`src/rtl/dot_product_sequencer.sv`:
```
// Sequences one dot-product job through the downstream fixed-point FMA unit.
// Optional abort support is compiled in when SEQ_ABORT_EN is defined.
module dot_product_sequencer #(
    parameter int WIDTH     = 16,
    parameter int LEN_WIDTH = 8
) (
    input  logic                 clk_in,
    input  logic                 rst_n_in,
    input  logic                 start_in,
    input  logic [LEN_WIDTH-1:0] length_in,
    input  logic [WIDTH-1:0]     bias_in,
    input  logic [WIDTH-1:0]     a_data_in,
    input  logic [WIDTH-1:0]     b_data_in,
    input  logic                 pair_valid_in,
    output logic                 pair_ready_out,
    output logic [WIDTH-1:0]     fma_a_out,
    output logic [WIDTH-1:0]     fma_b_out,
    output logic [WIDTH-1:0]     fma_c_out,
    output logic                 fma_a_valid_out,
    output logic                 fma_b_valid_out,
    output logic                 fma_c_valid_out,
    output logic                 fma_compute_out,
    input  logic [WIDTH-1:0]     fma_result_in,
    output logic [WIDTH-1:0]     result_out,
    output logic                 result_valid_out,
    output logic                 busy_out
`ifdef SEQ_ABORT_EN
    ,
    input  logic                 abort_in,
    output logic                 aborted_out
`endif
);

    localparam logic [1:0] ST_IDLE   = 2'd0;
    localparam logic [1:0] ST_RUN    = 2'd1;
    localparam logic [1:0] ST_FINISH = 2'd2;

    logic [1:0]           state_q, state_d;
    logic [LEN_WIDTH-1:0] remaining_q, remaining_d;
    logic [WIDTH-1:0]     bias_q, bias_d;
    logic                 first_q, first_d;
    logic                 zero_len_q, zero_len_d;
    logic [WIDTH-1:0]     result_q, result_d;
    logic                 result_valid_q, result_valid_d;
    logic                 abort_req;
    logic                 fire;

`ifdef SEQ_ABORT_EN
    logic aborted_q, aborted_d;

    assign abort_req = abort_in;

    always_comb begin
        aborted_d = (state_q == ST_RUN) && abort_in;
    end

    always_ff @(posedge clk_in or negedge rst_n_in) begin
        if (!rst_n_in) begin
            aborted_q <= 1'b0;
        end else begin
            aborted_q <= aborted_d;
        end
    end

    assign aborted_out = aborted_q;
`else
    assign abort_req = 1'b0;
`endif

    always_comb begin
        state_d         = state_q;
        remaining_d     = remaining_q;
        bias_d          = bias_q;
        first_d         = first_q;
        zero_len_d      = zero_len_q;
        result_d        = result_q;
        result_valid_d  = 1'b0;
        pair_ready_out  = 1'b0;
        fire            = 1'b0;
        fma_a_out       = '0;
        fma_b_out       = '0;
        fma_c_out       = '0;
        fma_a_valid_out = 1'b0;
        fma_b_valid_out = 1'b0;
        fma_c_valid_out = 1'b0;
        fma_compute_out = 1'b0;

        case (state_q)
            ST_IDLE: begin
                if (start_in) begin
                    bias_d = bias_in;
                    if (length_in != '0) begin
                        remaining_d = length_in;
                        first_d     = 1'b1;
                        zero_len_d  = 1'b0;
                        state_d     = ST_RUN;
                    end else begin
                        zero_len_d  = 1'b1;
                        state_d     = ST_FINISH;
                    end
                end
            end

            ST_RUN: begin
                fma_a_out = a_data_in;
                fma_b_out = b_data_in;
                fma_c_out = bias_q;
                if (abort_req) begin
                    // Abort wins over a pair offered in the same cycle.
                    state_d = ST_IDLE;
                end else begin
                    pair_ready_out  = 1'b1;
                    fire            = pair_valid_in;
                    fma_a_valid_out = fire;
                    fma_b_valid_out = fire;
                    fma_compute_out = fire;
                    fma_c_valid_out = fire && first_q;
                    if (fire) begin
                        first_d     = 1'b0;
                        remaining_d = remaining_q - LEN_WIDTH'(1);
                        if (remaining_q == LEN_WIDTH'(1)) begin
                            state_d = ST_FINISH;
                        end
                    end
                end
            end

            ST_FINISH: begin
                // The FMA registered the final sum on the last fire edge.
                result_d       = zero_len_q ? bias_q : fma_result_in;
                result_valid_d = 1'b1;
                zero_len_d     = 1'b0;
                state_d        = ST_IDLE;
            end

            default: begin
                state_d = ST_IDLE;
            end
        endcase
    end

    always_ff @(posedge clk_in or negedge rst_n_in) begin
        if (!rst_n_in) begin
            state_q        <= ST_IDLE;
            remaining_q    <= '0;
            bias_q         <= '0;
            first_q        <= 1'b0;
            zero_len_q     <= 1'b0;
            result_q       <= '0;
            result_valid_q <= 1'b0;
        end else begin
            state_q        <= state_d;
            remaining_q    <= remaining_d;
            bias_q         <= bias_d;
            first_q        <= first_d;
            zero_len_q     <= zero_len_d;
            result_q       <= result_d;
            result_valid_q <= result_valid_d;
        end
    end

    assign result_out       = result_q;
    assign result_valid_out = result_valid_q;
    assign busy_out         = (state_q != ST_IDLE);

endmodule

```
`config.mk`:
```
export PLATFORM = sky130hd
export DESIGN_NAME = dot_product_sequencer
export DESIGN_NICKNAME = d
export VERILOG_FILES = /design/src/rtl/dot_product_sequencer.sv
export SDC_FILE = /design/constraint.sdc
export NUM_CORES = 1
export LEC_CHECK = 0
export CORE_MARGIN = 4
export CORE_UTILIZATION = 35
export CTS_BUF_LIST = sky130_fd_sc_hd__clkbuf_8
export DETAILED_ROUTE_END_ITERATION = 10
export GPL_ROUTABILITY_DRIVEN = 0
export PLACE_DENSITY = 0.87
export REMOVE_ABC_BUFFERS = 1
export SKIP_CTS_REPAIR_TIMING = 1
export SKIP_LAST_GASP = 1
export SLEW_MARGIN = 20
export SYNTH_ARGS = -nofsm -noshare
export SYNTH_HDL_FRONTEND = slang
export SYNTH_SLANG_ARGS = --single-unit
```
`constraint.sdc`:
```
create_clock -name clk_in -period 1.6 [get_ports clk_in]
set_clock_uncertainty 0.15 [all_clocks]
set_input_delay 0.48 -clock clk_in [delete_from_list [all_inputs] [get_ports clk_in]]
set_output_delay 0.48 -clock clk_in [all_outputs]
set_load 0.01 [all_outputs]
```
==> flow_summary.toml <==
[clock_tree]
cts_tree = "built"
clock-sinks = 45
clk_path_buf_depth = 2
worstSkewPairLatency_ns = 0.30
cts_root_buffer = "clkbuf_8"
path_clk_slew_ns = 0.10
cts_max_level = 2
cts_made_buffers = 5

[run]
max_cap_violations = 0

[sta]
maxSlewViolCount = 0
clock.fmax_ghz = 0.497
worstMarginPinSlew_ns = 0.305
hold_viol_final = 0
rsz0062_at_grt = "yes"
timing.final.crit_share = 1.26
period_minus_slack_ns = 2.01
relSlewSlack = 0.795
setup_tns_ns = -25.81
setup_viol = 80
holdWs_ns = 0.339
setup_ws_ns = -0.414

[logic_synthesis]
synthCells = 242
synth_enable_flop_cells = 0
yosysWarnings = 0
syn_area_per_cell_sq_um = 10.1
synth_area_leader_cell = "dfrtp_1"
synth_area_sq_um = 2440
synth.distinct_cells = 38
synthFlopType = "dfrtp_1"
synth-seq-cells = 45
synth_most_common_cell = "and2_1"
synth_top_area_frac = 0.462
synth-seq-area-share = 0.462
ys_top_cells_by_count = "and2_1 (48), dfrtp_1 (45), nand2_1 (24)"
synthArstFlopShare = 1.00
yosys-top-cells-area = "dfrtp_1 (46%), and2_1 (12%), mux2i_1 (7.8%)"

[die]
fp.dieW_um = 91.5
die_area_sq_um = 8360
core_area_sq_um = 6790
start_util = 0.359
fp.dieH_um = 91.5
placementRows = 30
ios = 147

[min_path]
worst_hold_startpoint = "result_out[9]"
hold_depth = 2
holdPathEnd = "result_out[9]"
hp-class = "reg -> reg"

[power_and_ir_drop]
power.density_nw_per_um2 = 1740
ir_drop_mv = 1.00
p_sw_mw = 3.11
total_power_mw = 7.99
p_comb_frac = 0.625
p_int_mw = 4.88
seqPwrFrac = 0.260
p_clk_frac = 0.115
p_leak_nw = 2.37
swShare = 0.389

[grt]
grt_pass1_vias = 2471
antenna_found_initial = 0
grt_max_degree = 46
grt_remaining_overflow = 0
track_usage = 0.183
grt_pass1_wl_mm = 12.4

[detailed_routing]
postRouteAntennaNets = 0
drc = 0
vias_per_cell = 4.87
routed_wl_mm = 9.00
drt-pass1-iter-count = 4
wl_per_cell_um = 17.2
num_vias = 2550
initialDrtViolationCount = 54

[finish]
final-instance-count-excl-fill = 524
fin_util = 0.675
drive_above_1_share = 0.374
fillers = 534
design_area_sq_um = 4580
antennaDiodeCount = 0
final_nets = 505
syn_to_final_growth_pct = 88.1

[placed_design]
placed_area_sq_um = 4270
io_buffers = 146
placedCellCount = 505
dp_hpwl_mm = 6.06
dp_slack_ns = -0.844

[critical_path]
r2r_slack_ns = -0.26
path_class = "reg -> out"
worstPathMaxFanout = 5
required_ns = 0.97
rr_worst_depth = 3
r2r_start = "remaining_q[2]"
end_kind = "output port"
rr_endpoint = "remaining_q[7]"
start_kind = "register"
cp.arrival_ns = 1.38

[outcome]
status = "finished with violations"
violations = "setup timing"
## sequential cells by signal, indices dropped and copies added (netlist names)
register / cells
bias_q: 16
result_out: 16
remaining_q: 8
state_q: 2
first_q: 1
result_valid_out: 1
zero_len_q: 1
## routing by layer
| layer | share of wire | GRT usage | vias up |
|---|---|---|---|
| met5 | 0 | 0 | - |
| met4 | 0.018 | 0.0452 | 0 |
| met3 | 0.054 | 0.0356 | 20 |
| met2 | 0.55 | 0.340 | 99 |
| met1 | 0.38 | 0.212 | 1228 |
| li1 | - | - | 1203 |
## placed cells by master, fill, tap and decap left out, types with 2 or more instances in the layout
cell             synthesis  final
o21ai_0                 19     18
nor2_4                   0      2
dlymetal6s2s_1           0     27
buf_12                   0      5
nor2_1                   6      3
a21oi_1                  2      2
nor3b_1                  2      2
nor3_1                   4      2
dfrtp_1                 45     44
and2_1                  48     40
clkdlybuf4s50_1          0     64
inv_1                    7      6
nand3_1                  4      4
and2_4                   0      8
buf_6                    0     20
inv_8                    0      2
buf_4                    2     32
ha_1                     2      2
nand2_1                 24     23
mux2i_1                 19     19
a32oi_1                  2      2
nor3_2                   0      2
buf_2                    4      4
mux2_2                  16     16
a21o_1                   2      2
clkbuf_8                 0      5
nor4_4                   0      2
clkbuf_2                 0     38
nand2b_4                 1      2
## layout make-up
class,instances,area (sq um),share of cell area
clock buffer,5,68.8,0.0150
clock inverter,3,50.0,0.0109
inverter,8,40.0,0.00873
multi-input combinational,174,1370,0.300
sequential,45,1130,0.246
tap,96,120,0.0262
timing repair buffer,193,1800,0.394
## logic make-up (layout without fill, tap and decap cells)
family          after synthesis  count (layout)  synth area share
simple gates                101             101             0.237
compound gates               36              36            0.0981
flops                        45              45             0.462
mux                          35              35             0.152
fa+ha+maj                     2               2            0.0103
buf+inv                      23             209            0.0406
## worst max-delay path, stage by stage, from the launching register on
cell and delay, ns:
dfrtp_1 0.39, nand2b_4 0.17, inv_8 0.09, clkbuf_16 0.14, and3_4 0.18, buf_6 0.10
## power by group through the flow
stage          registers, mW  logic (mW)  clock network [mW]
2_1_floorplan           2.21        1.86                   0
3_3_place_gp            2.02        4.53                   0
3_5_place_dp            2.07        4.65                   0
4_1_cts                 2.05        4.67               0.941
5_1_grt                 2.16        5.38               0.999
6_report                2.08        5.00               0.918
## how the worst max path moves through the flow
stage	from	to	slack (ns)	depth (start not counted)
after floorplan	state_q[0]	bias_q[0]	-0.70	3
after global placement	length_in[0]	remaining_q[5]	-0.81	6
after detailed placement	length_in[0]	remaining_q[5]	-0.84	6
after CTS	state_q[1]	fma_compute_out	-0.94	6
after global routing	state_q[1]	fma_a_out[14]	-0.48	5
final	state_q[1]	fma_c_valid_out	-0.41	5
Note: power is estimated with default switching activity, not from simulation.
